<file path="config.mk">
export PLATFORM = sky130hd
export DESIGN_NAME = spi_frame_loader_flat
export DESIGN_NICKNAME = d
export VERILOG_FILES = /design/src/rtl/spi_frame_loader_if.sv /design/src/rtl/spi_frame_loader.sv /design/src/flat_wrapper.sv
export SDC_FILE = /design/constraint.sdc
export NUM_CORES = 1
export LEC_CHECK = 0
export ABC_AREA = 1
export BUFFER_PORTS_ARGS = -buffer_cell sky130_fd_sc_hd__buf_2
export CAP_MARGIN = 15
export CORE_MARGIN = 4
export CORE_UTILIZATION = 35
export DETAILED_ROUTE_END_ITERATION = 8
export PLACE_DENSITY_LB_ADDON = 0.1
export SLEW_MARGIN = 20
export SYNTH_ARGS = -nofsm -noshare
export SYNTH_HDL_FRONTEND = slang
export SYNTH_SLANG_ARGS = --single-unit
</file>
<file path="constraint.sdc">
create_clock -name clock_12mhz -period 2.62 [get_ports clock_12mhz]
set_input_delay 0.262 -clock clock_12mhz [delete_from_list [all_inputs] [get_ports clock_12mhz]]
set_output_delay 0.262 -clock clock_12mhz [all_outputs]
set_load 0.05 [all_outputs]
</file>
<file path="src/rtl/spi_frame_loader_if.sv">
// SPI pins plus LED memory write port of the frame loader.
// Signals:
//   spi_sclk, spi_mosi, spi_cs_n : SPI mode 0 pins driven by the host.
//   perform_write                : one-cycle memory write strobe.
//   write_address                : LED memory address (ADDR_WIDTH bits).
//   write_data                   : 24-bit pixel word.
//   frame_done, error            : one-cycle status pulses.
// Modports:
//   master : host/consumer side (drives SPI, observes writes and status).
//   slave  : the frame loader itself.
interface spi_frame_loader_if #(
    parameter int ADDR_WIDTH = 9
);
    logic                  spi_sclk;
    logic                  spi_mosi;
    logic                  spi_cs_n;
    logic                  perform_write;
    logic [ADDR_WIDTH-1:0] write_address;
    logic [23:0]           write_data;
    logic                  frame_done;
    logic                  error;

    modport master (
        output spi_sclk, spi_mosi, spi_cs_n,
        input  perform_write, write_address, write_data, frame_done, error
    );

    modport slave (
        input  spi_sclk, spi_mosi, spi_cs_n,
        output perform_write, write_address, write_data, frame_done, error
    );
endinterface

</file>
<file path="src/rtl/spi_frame_loader.sv">
// SPI slave (mode 0, MSB first) that loads LED pixel triples into the LED
// memory write port. A transaction is a start index byte followed by 24-bit
// triples; each complete triple becomes one write at an auto-incrementing
// address that wraps at LED_COUNT.
// Ports:
//   clock_12mhz : the only clock; SPI pins are oversampled in this domain.
//   reset_n     : asynchronous active-low reset.
//   bus         : spi_frame_loader_if.slave (SPI pins in, write port and
//                 frame_done/error pulses out).
// Build option:
//   RGB_TO_GRB_EN : when defined, write_data = {slot1, slot0, slot2} so the
//                   host can send RGB while the strip sees GRB order.
//                   When undefined, bytes are written in received order.
module spi_frame_loader #(
    parameter int LED_COUNT   = 256,
    parameter int ADDR_WIDTH  = 9,
    parameter int SYNC_STAGES = 2
) (
    input  logic           clock_12mhz,
    input  logic           reset_n,
    spi_frame_loader_if.slave bus
);
    typedef enum logic [1:0] {IDLE, ADDR, PIXEL, DISCARD} state_t;

    localparam logic [ADDR_WIDTH-1:0] LAST_ADDR = ADDR_WIDTH'(LED_COUNT - 1);
    localparam logic [ADDR_WIDTH:0]   IDX_LIMIT = (ADDR_WIDTH + 1)'(LED_COUNT);

    state_t state, state_nx;

    logic [SYNC_STAGES-1:0] sclk_sync, mosi_sync, cs_sync;
    logic                   sclk_q, cs_q;
    logic                   sclk_s, mosi_s, cs_s;
    logic                   sclk_rise, cs_rise, cs_fall, shift_en, byte_done;
    logic [7:0]             shreg, byte_val;
    logic [2:0]             bit_cnt, cnt_step;
    logic [1:0]             slot, slot_nx;
    logic [7:0]             pix0, pix1, pix2;
    logic [23:0]            pix_word;
    logic [ADDR_WIDTH-1:0]  addr_cnt;
    logic                   idx_ok;
    logic                   wr_pend;
    logic                   load_addr, fill_slot, wr_set, done_set, err_set, clr_cnt;

    // Input synchronisers, reset to the idle bus levels.
    always_ff @(posedge clock_12mhz or negedge reset_n) begin
        if (!reset_n) begin
            sclk_sync <= '0;
            mosi_sync <= '0;
            cs_sync   <= '1;
            sclk_q    <= 1'b0;
            cs_q      <= 1'b1;
        end else begin
            sclk_sync <= {sclk_sync[SYNC_STAGES-2:0], bus.spi_sclk};
            mosi_sync <= {mosi_sync[SYNC_STAGES-2:0], bus.spi_mosi};
            cs_sync   <= {cs_sync[SYNC_STAGES-2:0], bus.spi_cs_n};
            sclk_q    <= sclk_s;
            cs_q      <= cs_s;
        end
    end

    assign sclk_s    = sclk_sync[SYNC_STAGES-1];
    assign mosi_s    = mosi_sync[SYNC_STAGES-1];
    assign cs_s      = cs_sync[SYNC_STAGES-1];
    assign sclk_rise = sclk_s & ~sclk_q;
    assign cs_rise   = cs_s & ~cs_q;
    assign cs_fall   = ~cs_s & cs_q;
    // Qualify with the previous cs sample so an sclk edge landing in the
    // same cycle as the cs_n rise is still shifted in before the deassert.
    assign shift_en  = sclk_rise & ~cs_q;
    assign byte_done = shift_en & (bit_cnt == 3'd7);
    assign byte_val  = {shreg[6:0], mosi_s};
    assign cnt_step  = shift_en ? bit_cnt + 3'd1 : bit_cnt;
    assign idx_ok    = (ADDR_WIDTH + 1)'(byte_val) < IDX_LIMIT;

`ifdef RGB_TO_GRB_EN
    assign pix_word = {pix1, pix0, pix2};
`else
    assign pix_word = {pix0, pix1, pix2};
`endif

    always_comb begin
        state_nx  = state;
        slot_nx   = slot;
        load_addr = 1'b0;
        fill_slot = 1'b0;
        wr_set    = 1'b0;
        done_set  = 1'b0;
        err_set   = 1'b0;
        clr_cnt   = 1'b0;
        case (state)
            IDLE: begin
                if (cs_fall) begin
                    clr_cnt  = 1'b1;
                    slot_nx  = 2'd0;
                    state_nx = ADDR;
                end
            end
            ADDR: begin
                if (byte_done) begin
                    if (idx_ok) begin
                        load_addr = 1'b1;
                        slot_nx   = 2'd0;
                        state_nx  = PIXEL;
                        // Index alone then deassert: no partial triple.
                        if (cs_rise) begin
                            done_set = 1'b1;
                            state_nx = IDLE;
                        end
                    end else begin
                        err_set  = 1'b1;
                        state_nx = cs_rise ? IDLE : DISCARD;
                    end
                end else if (cs_rise) begin
                    err_set  = 1'b1;
                    state_nx = IDLE;
                end
            end
            PIXEL: begin
                if (byte_done) begin
                    fill_slot = 1'b1;
                    if (slot == 2'd2) begin
                        wr_set  = 1'b1;
                        slot_nx = 2'd0;
                    end else begin
                        slot_nx = slot + 2'd1;
                    end
                end
                // Judged on the post-edge slot/bit position.
                if (cs_rise) begin
                    state_nx = IDLE;
                    if (slot_nx == 2'd0 && cnt_step == 3'd0) done_set = 1'b1;
                    else                                     err_set  = 1'b1;
                end
            end
            DISCARD: begin
                if (cs_rise) state_nx = IDLE;
            end
            default: state_nx = IDLE;
        endcase
    end

    always_ff @(posedge clock_12mhz or negedge reset_n) begin
        if (!reset_n) begin
            state    <= IDLE;
            bit_cnt  <= 3'd0;
            shreg    <= 8'd0;
            slot     <= 2'd0;
            pix0     <= 8'd0;
            pix1     <= 8'd0;
            pix2     <= 8'd0;
            addr_cnt <= '0;
            wr_pend  <= 1'b0;
        end else begin
            state   <= state_nx;
            slot    <= slot_nx;
            bit_cnt <= clr_cnt ? 3'd0 : cnt_step;
            wr_pend <= wr_set;
            if (shift_en) shreg <= byte_val;
            if (fill_slot) begin
                case (slot)
                    2'd0:    pix0 <= byte_val;
                    2'd1:    pix1 <= byte_val;
                    default: pix2 <= byte_val;
                endcase
            end
            if (load_addr)    addr_cnt <= ADDR_WIDTH'(byte_val);
            else if (wr_pend) addr_cnt <= (addr_cnt == LAST_ADDR) ? '0 : addr_cnt + 1'b1;
        end
    end

    // Registered outputs; address/data hold their last written values.
    always_ff @(posedge clock_12mhz or negedge reset_n) begin
        if (!reset_n) begin
            bus.perform_write <= 1'b0;
            bus.write_address <= '0;
            bus.write_data    <= 24'd0;
            bus.frame_done    <= 1'b0;
            bus.error         <= 1'b0;
        end else begin
            bus.perform_write <= wr_pend;
            bus.frame_done    <= done_set;
            bus.error         <= err_set;
            if (wr_pend) begin
                bus.write_address <= addr_cnt;
                bus.write_data    <= pix_word;
            end
        end
    end
endmodule

</file>
<file path="src/flat_wrapper.sv">
// flat-port wrapper written by rule: the top's interface ports become plain ports
module spi_frame_loader_flat 
#(
    parameter int LED_COUNT   = 256,
    parameter int ADDR_WIDTH  = 9,
    parameter int SYNC_STAGES = 2
)
  (clock_12mhz, reset_n, bus_spi_sclk, bus_spi_mosi, bus_spi_cs_n, bus_perform_write, bus_write_address, bus_write_data, bus_frame_done, bus_error);
  spi_frame_loader_if #(.ADDR_WIDTH(ADDR_WIDTH)) bus_i ();
  input  logic clock_12mhz;
  input  logic reset_n;
  input wire logic [$bits(bus_i.spi_sclk)-1:0] bus_spi_sclk;
  input wire logic [$bits(bus_i.spi_mosi)-1:0] bus_spi_mosi;
  input wire logic [$bits(bus_i.spi_cs_n)-1:0] bus_spi_cs_n;
  output wire logic [$bits(bus_i.perform_write)-1:0] bus_perform_write;
  output wire logic [$bits(bus_i.write_address)-1:0] bus_write_address;
  output wire logic [$bits(bus_i.write_data)-1:0] bus_write_data;
  output wire logic [$bits(bus_i.frame_done)-1:0] bus_frame_done;
  output wire logic [$bits(bus_i.error)-1:0] bus_error;
  assign bus_i.spi_sclk = bus_spi_sclk;
  assign bus_i.spi_mosi = bus_spi_mosi;
  assign bus_i.spi_cs_n = bus_spi_cs_n;
  assign bus_perform_write = bus_i.perform_write;
  assign bus_write_address = bus_i.write_address;
  assign bus_write_data = bus_i.write_data;
  assign bus_frame_done = bus_i.frame_done;
  assign bus_error = bus_i.error;
  spi_frame_loader #(.LED_COUNT(LED_COUNT), .ADDR_WIDTH(ADDR_WIDTH), .SYNC_STAGES(SYNC_STAGES)) u_core (.clock_12mhz(clock_12mhz), .reset_n(reset_n), .bus(bus_i));
endmodule
</file>
---- Word-level counts from Yosys, hierarchy flattened ----
Index checks and enable logic that the tools add are counted.
operators by class
  add/subtract/negate cells ............... 3
  equal/unequal tests ..................... 9
  muxes and demuxes ....................... 33
  bitwise operators ....................... 9
  reductions and logical operators ........ 13
operators by type and width
  kind                                                                      number
  9-bit 2-to-1 mux                                                          3
  2-bit 2-to-1 mux                                                          9
  1-bit 2-to-1 mux                                                          15
  2-bit case mux with 3 select lines                                        2
  9-bit by 1-bit adder with 9-bit output (second input constant)            1
  9-bit by 8-bit equality test with 1-bit output (second input constant)    1
  2-bit equality test (second input constant)                               3
  2-bit zero test                                                           3
  3-bit 2-to-1 mux                                                          2
  2-bit AND reduction                                                       3
  1-bit bitwise AND                                                         5
  2-bit by 1-bit equality test with 1-bit output (second input constant)    2
  2-bit by 1-bit inequality test with 1-bit output (second input constant)  2
  1-bit NOT                                                                 4
  1-bit case mux with 2 select lines                                        2
  2-bit OR reduction                                                        2
  3-bit by 1-bit adder with 3-bit output (second input constant)            1
  3-bit equality test (second input constant)                               1
  3-bit zero test                                                           1
  3-bit AND reduction                                                       1
  3-bit nonzero test                                                        1
  2-bit by 1-bit adder with 2-bit output (second input constant)            1
  2-bit nonzero test                                                        1
  1-bit logical AND                                                         1
storage, ports and cells
  register bits ........................... 92
  input port bits ......................... 5
  output and inout port bits .............. 36
  logic and storage cells ................. 86

---- Depth between registers and ports, before layout ----
Gate-level depths: netlist (run 1).
  depth after elaboration ................. 11
  depth in mapped cells ................... 9
  depth with buffers taken out ............ 9

---- Least setup slack after synthesis (run 1) ----
No wires, ideal clock.
  kind .................................... flip-flop to flip-flop
  start point ............................. reg u_core.bit_cnt[0]
  end point ............................... reg u_core.state[1]
  setup time .............................. 0.119 ns
  arrival time ............................ 1.386 ns
  data required time ...................... 2.501 ns
  path slack .............................. 1.115 ns
  stages on the path, launching flop included .. 8
  path buffers ............................ 1
  period minus slack after synthesis ...... 1.505 ns
  cell sequence ........................... dfrtp_1 > ha_1 > ha_1 > nand4_1 > buf_2 > inv_1 > o22ai_1 > inv_1
between the ends
  word-level cells in the longest chain between the ends .. 4
RTL lines
  element                             RTL line                 text
  start, declared                     spi_frame_loader.sv:35   logic [2:0] bit_cnt, cnt_step;
  start signal, assigned              spi_frame_loader.sv:156  bit_cnt <= clr_cnt ? 3'd0 : cnt_step;
  3-bit equality test                 spi_frame_loader.sv:70   assign byte_done = shift_en & (bit_cnt == 3'd7);
  1-bit bitwise AND                   spi_frame_loader.sv:70
  2-bit 2-to-1 mux                    spi_frame_loader.sv:99   if (byte_done) begin
  2-bit case mux with 3 select lines  spi_frame_loader.sv:90   case (state)
  end signal, assigned                spi_frame_loader.sv:154  state <= state_nx;
  end, declared                       spi_frame_loader.sv:28   state_t state, state_nx;
No other way between the ends.
A chain may end at the register's enable or synchronous reset.

---- Final worst setup path (run 1) ----
  start point ............................. reg u_core.bit_cnt[0]
  end point ............................... reg u_core.addr_cnt[6]
between the ends
  word-level cells in the longest chain between the ends .. 5
  elaborated cells on any way between the ends .. 6
  those cells by class .................... eq/ne: 1; mux: 3; bitwise: 1; reduce/logical: 1
RTL lines
  element                                                 RTL line                 text
  3-bit equality test (*)                                 spi_frame_loader.sv:70
  1-bit bitwise AND (*)                                   spi_frame_loader.sv:70
  1-bit 2-to-1 mux (*)                                    --
  1-bit 2-to-1 mux (*)                                    spi_frame_loader.sv:90
  9-bit 2-to-1 mux or 2-bit nonzero test (tied branches)  --
  end signal, assigned                                    spi_frame_loader.sv:166  if (load_addr) addr_cnt <= ADDR_WIDTH'(byte_val);
  end signal, assigned                                    spi_frame_loader.sv:167  else if (wr_pend) addr_cnt <= (addr_cnt == LAST_ADDR) ? '0 : addr_cnt + 1'b1;
  end, declared                                           spi_frame_loader.sv:39   logic [ADDR_WIDTH-1:0] addr_cnt;
Mark *: on every way between the ends. The rest lies on a longest branch, timed or not.

==> results.sh, run 1 <==
export IMPL_r2r_cells=7
export IMPL_p_comb_share_pct=11.3
export IMPL_peakVddDrop_v=0.000348
export IMPL_drive_gt1_share_pct=20.2
export IMPL_drc=0
export IMPL_crit_cells=7
export IMPL_vias=2713
export IMPL_syn2layout_area_growth_pct=15.1
export IMPL_skew_ns=0.00760
export IMPL_crit_chain="ha_1 > ha_1 > nand4_1 > nand2_1 > inv_1 > nand2_1 > o211ai_1"
export IMPL_syn_mean_instance_area_sq_um=9.73
export IMPL_ys_top_cells_by_area="dfrtp_1 58%, nand2_1 14%, o21ai_2 3.6%, inv_1 3.0%, ha_1 2.3%"
export IMPL_critPathBufInv=1
export IMPL_hpwlAfterDp_microns=5290
export IMPL_p_int_uw=2070
export IMPL_gr_usage_all_layers_pct=13.9
export IMPL_die_w_microns=113
export IMPL_sw_frac_of_total_pct=27.2
export IMPL_gr_total_overflow=0
export IMPL_setup_slack_ns=0.545
export IMPL_clk_latency_ns=0.37
export IMPL_grt_pass1_vias=2833
export IMPL_min_period_ns=2.08
export IMPL_ctsHoldBuffers=4
export IMPL_yosys_warnings=0
export IMPL_wl_per_cell_microns=13.6
export IMPL_cts_tree="yes"
export IMPL_clk_pin_slew_worst_paths_ns=0.09
export IMPL_crit_type="register to register"
export IMPL_placed_area_sq_um=4200
export IMPL_ios=41
export IMPL_p_seq_share_pct=54.1
export IMPL_n_antenna_cell=0
export IMPL_rsz0062_at_grt="false"
export IMPL_grt_max_degree=43
export IMPL_clock_sinks=92
export IMPL_final_common_cell="nand2_1"
export IMPL_min_period_over_period_pct=79.2
export IMPL_first_pass_iters=4
export IMPL_final_antenna_net_count=0
export IMPL_syn_area_sq_um=3850
export IMPL_dp_slack_ns=0.568
export IMPL_maxSlewViolCount=0
export IMPL_h_tree_depth=3
export IMPL_coreArea_sq_um=10800
export IMPL_vias_per_cell=4.63
export IMPL_start_kind="register"
export IMPL_yosys_area_top_type_share_pct=57.8
export IMPL_gp_congestion=0.783
export IMPL_cp_slowest_stage_delay_ns=0.44
export IMPL_critPathSlowestCell="nand4_1"
export IMPL_crit_arrival_ns=2.31
export IMPL_finalSetupViolations=0
export IMPL_fmax_mhz=482
export IMPL_status="completed"
export IMPL_syn_inst=396
export IMPL_final_area_sq_um=4440
export IMPL_crit_family="simple AND/OR/NAND/NOR gates"
export IMPL_portBuffers=40
export IMPL_numCtsBuffers=9
export IMPL_end_kind="register"
export IMPL_post_cts_buffers=0
export IMPL_antenna_found_initial=0
export IMPL_p_sw_uw=773
export IMPL_dieArea_sq_um=12800
export IMPL_grt_first_pass_wirelength_microns=14000
export IMPL_critical_path_max_fanout=12
export IMPL_rows=38
export IMPL_clockBufferDepth=2
export IMPL_tns_ns=0
export IMPL_ys_seq_area_share_pct=59.8
export IMPL_initial_core_util_pct=35.7
export IMPL_cts_resized=0
export IMPL_ys_seq_elements=92
export IMPL_whs_ns=0.345
export IMPL_slew_headroom_pct=52.9
export IMPL_cap_violations=0
export IMPL_cts_root_buf="clkbuf_8"
export IMPL_die_h_microns=113
export IMPL_worst_hold_path_type="input port to async pin"
export IMPL_synth_distinct_cells=27
export IMPL_final_hold_viol_count=0
export IMPL_required_ns=2.86
export IMPL_drtIter0Drc=133
export IMPL_power_leakage_uw=0.00235
export IMPL_routed_wl_microns=7950
export IMPL_power_density_nw_per_um2=641
export IMPL_nets=453
export IMPL_final_util_pct=41.1
export IMPL_synth_nets=408
export IMPL_pwr_share_clk_pct=34.6
export IMPL_final_cell_mix="142 x nand2_1, 89 x dfrtp_1, 39 x buf_2"
export IMPL_synth_top_area_cell="dfrtp_1"
export IMPL_tightest_slew_ns=0.705
## metrics by stage
stage | std cells | total power, uW
2_1_floorplan | 396 | 1770
3_3_place_gp | 566 | 1880
3_5_place_dp | 566 | 1890
4_1_cts | 586 | 2890
5_1_grt | 586 | 3000
6_report | 586 | 2850
## Yosys cell counts
cell      instances
a21oi_1           5
a41oi_1           1
and2_1            1
buf_2             3
buf_6             3
clkbuf_1          8
dfrtp_1          89
dfstp_2           3
ha_1              7
inv_1            31
nand2_1         142
nand2_2           5
nand2_4           1
nand3_1          13
nand3_4           3
nand3b_1          2
nand4_1           6
nor2_1           15
nor2_8            2
nor3_1            2
o211ai_1          5
o21ai_0          15
o21ai_1           9
o21ai_2          16
o221ai_1          2
o22ai_1           1
xor2_1            6
## flip-flops by register name, indices dropped and copies added, names as in the netlist, 2 cells and up
name	cells
u_core.bus.write_data	24
u_core.pix0	8
u_core.bus.write_address	9
u_core.bit_cnt	3
u_core.pix2	8
u_core.addr_cnt	9
u_core.cs_sync	2
u_core.slot	2
u_core.mosi_sync	2
u_core.shreg	7
u_core.state	2
u_core.sclk_sync	2
u_core.pix1	8
## worst reg2reg max path, cell delays in order (launching register included)
cell	delay, ns
dfrtp_1	0.37
ha_1	0.16
ha_1	0.24
nand4_1	0.44
nand2_1	0.41
inv_1	0.15
nand2_1	0.08
o211ai_1	0.09
## cell families (layout without fill, tap and decap cells)
family	after synthesis	in the layout	share of synthesized area, %
flops	92	92	59.8
fa+ha+maj	7	7	2.27
buf+inv	45	95	5.06
xor+xnor	6	6	1.36
simple gates	192	192	22.3
compound gates	54	54	9.22
## final cells by class
type / instances / area [sq um]
fill: 1083 / 6350
sequential: 92 / 2310
multi-input combinational: 259 / 1350
timing repair buffer: 48 / 285
tap: 140 / 175
clock buffer: 11 / 151
inverter: 31 / 116
clock inverter: 5 / 50.0
## power by group through the flow
stage                     Sequential (uW)  Clock, uW  Combinational (uW)
after global placement               1570          0                 316
after detailed placement             1570          0                 323
after global routing                 1550       1070                 375
final                                1540        986                 321
after CTS                            1540       1020                 328
after floorplan                      1560          0                 208
## final timing paths
kind	startpoint	end	slack (ns)
min in group clock_12mhz	u_core.mosi_sync[0]	u_core.mosi_sync[1]	0.35
worst max-delay path	u_core.bit_cnt[0]	u_core.addr_cnt[6]	0.54
max in group asynchronous	reset_n	u_core.pix2[1]	1.62
worst min register to register	u_core.mosi_sync[0]	u_core.mosi_sync[1]	0.35
worst min-delay path	reset_n	u_core.bus.write_data[23]	0.35
worst max register to register	u_core.bit_cnt[0]	u_core.addr_cnt[6]	0.54
## per-layer routing
metal  GRT usage [%]  vias to the layer above  routed length, microns
li1                -                     1352                       -
met1            18.5                     1290                    3750
met2            21.7                       58                    3660
met3            2.89                       13                     355
met4            6.97                        0                     182
met5               0                        -                       0
(Power assumes the default switching activity.)
==> inputs of run 2 (changes only) <==
==> constraint.sdc (replaced) <==
create_clock -name clock_12mhz -period 2.1 [get_ports clock_12mhz]
set_input_delay 0.21 -clock clock_12mhz [delete_from_list [all_inputs] [get_ports clock_12mhz]]
set_output_delay 0.21 -clock clock_12mhz [all_outputs]
set_load 0.05 [all_outputs]
==> run 2 against run 1 <==
  * Global-route usage is 0.29 points lower
  * Flip-flop and latch count is the same
  * Clock power up 9%
  * Largest power group unchanged
  * Power rose by 19%
==> results.sh, run 2 (synthesized netlist as in run 1, its figures left out) <==
export IMPL_crit_arrival_ns=1.97
export IMPL_nets=458
export IMPL_clk_latency_ns=0.35
export IMPL_required_ns=2.33
export IMPL_initial_core_util_pct=35.7
export IMPL_start_kind="register"
export IMPL_cts_root_buf="clkbuf_8"
export IMPL_ios=41
export IMPL_hpwlAfterDp_microns=5460
export IMPL_first_pass_iters=4
export IMPL_routed_wl_microns=7850
export IMPL_gp_congestion=0.770
export IMPL_antenna_found_initial=0
export IMPL_worst_hold_path_type="register to register"
export IMPL_fmax_mhz=575
export IMPL_grt_max_degree=43
export IMPL_crit_family="simple AND/OR/NAND/NOR gates"
export IMPL_finalSetupViolations=0
export IMPL_crit_type="register to register"
export IMPL_final_common_cell="nand2_1"
export IMPL_status="completed"
export IMPL_vias=2696
export IMPL_n_antenna_cell=0
export IMPL_gr_usage_all_layers_pct=13.7
export IMPL_gr_total_overflow=0
export IMPL_drive_gt1_share_pct=20.2
export IMPL_slew_headroom_pct=62.1
export IMPL_vias_per_cell=4.57
export IMPL_min_period_over_period_pct=82.9
export IMPL_drc=0
export IMPL_die_h_microns=113
export IMPL_critPathSlowestCell="dfrtp_1"
export IMPL_clock_sinks=92
export IMPL_final_cell_mix="142 x nand2_1, 89 x dfrtp_1, 39 x buf_2"
export IMPL_power_density_nw_per_um2=766
export IMPL_die_w_microns=113
export IMPL_skew_ns=0.0100
export IMPL_grt_first_pass_wirelength_microns=13800
export IMPL_h_tree_depth=3
export IMPL_dieArea_sq_um=12800
export IMPL_critical_path_max_fanout=8
export IMPL_final_util_pct=41.1
export IMPL_critPathBufInv=1
export IMPL_final_hold_viol_count=0
export IMPL_min_period_ns=1.74
export IMPL_final_antenna_net_count=0
export IMPL_clk_pin_slew_worst_paths_ns=0.08
export IMPL_largest_register_ffs=24
export IMPL_crit_chain="ha_1 > ha_1 > nand4_1 > nand2_1 > inv_1 > nand2_1 > o211ai_1"
export IMPL_tightest_slew_ns=0.568
export IMPL_rrSetupSlack_ns=0.36
export IMPL_top_regs="u_core.bus.write_data (24), u_core.addr_cnt (9), u_core.bus.write_address (9)"
export IMPL_coreArea_sq_um=10800
export IMPL_numCtsBuffers=9
export IMPL_peakVddDrop_v=0.000382
export IMPL_clockBufferDepth=2
export IMPL_tns_ns=0
export IMPL_rsz0062_at_grt="false"
export IMPL_cp_slowest_stage_delay_ns=0.37
export IMPL_portBuffers=40
export IMPL_drtIter0Drc=114
export IMPL_syn2layout_area_growth_pct=15.0
export IMPL_power_leakage_uw=0.00234
export IMPL_maxSlewViolCount=0
export IMPL_cts_tree="yes"
export IMPL_cts_resized=0
export IMPL_wl_per_cell_microns=13.3
export IMPL_end_kind="register"
export IMPL_rows=38
export IMPL_grt_pass1_vias=2831
export IMPL_cap_violations=0
export IMPL_regMostFlops="u_core.bus.write_data"
## run 2: cell type report
class	count	area, sq um
Fill cell	1081	6360
Sequential cell	92	2310
Multi-Input combinational cell	259	1350
Timing Repair Buffer	53	310
Tap cell	140	175
Clock buffer	14	163
Inverter	31	116
Clock inverter	1	7.51
## run 2: stage by stage
| stage | cells | hold slack (ns) | area (sq um) | setup slack, ns | power [uW] |
|---|---|---|---|---|---|
| 2_1_floorplan | 396 | -0.0856 | 3850 | 0.595 | 2210 |
| 3_3_place_gp | 571 | 0.243 | 4220 | 0.416 | 2350 |
| 3_5_place_dp | 571 | 0.250 | 4220 | 0.347 | 2360 |
| 4_1_cts | 590 | 0.346 | 4430 | 0.335 | 3470 |
| 5_1_grt | 590 | 0.352 | 4430 | 0.184 | 3600 |
| 6_report | 590 | 0.345 | 4430 | 0.360 | 3400 |
## run 2: metal layers
| layer | GRT usage [%] | share of wire, % |
|---|---|---|
| met2 | 22.5 | 47 |
| met4 | 6.57 | 2.3 |
| met1 | 17.5 | 46 |
| met3 | 2.41 | 4.1 |
| met5 | 0 | 0 |
## run 2: worst paths after layout
check / startpoint / endpoint / cells after the start
worst max-delay path: u_core.bit_cnt[0] / u_core.addr_cnt[0] / 7
worst min-delay path: u_core.mosi_sync[0] / u_core.mosi_sync[1] / 0
worst max register to register: u_core.bit_cnt[0] / u_core.addr_cnt[0] / 7
worst min register to register: u_core.mosi_sync[0] / u_core.mosi_sync[1] / 0
max in group asynchronous: reset_n / u_core.cs_sync[1] / 3
min in group asynchronous: reset_n / u_core.bus.write_data[23] / 2
## run 2: what timing repair did
item	4_1_cts	5_1_grt
hold buffers	4	0
setup buffers	0	0
hold endpoints to repair	41	0
## run 2: report_power, final
part | switching (uW) | total, uW | internal [uW]
logic | 278 | 403 | 125
registers | 65.0 | 1920 | 1860
clock network | 582 | 1070 | 492
## run 2: worst reg2reg max path, cell delays in order, from the launching register on
cell and delay [ns]:
dfrtp_1 0.37, ha_1 0.16, ha_1 0.25, nand4_1 0.25
nand2_1 0.31, inv_1 0.14, nand2_1 0.08, o211ai_1 0.08
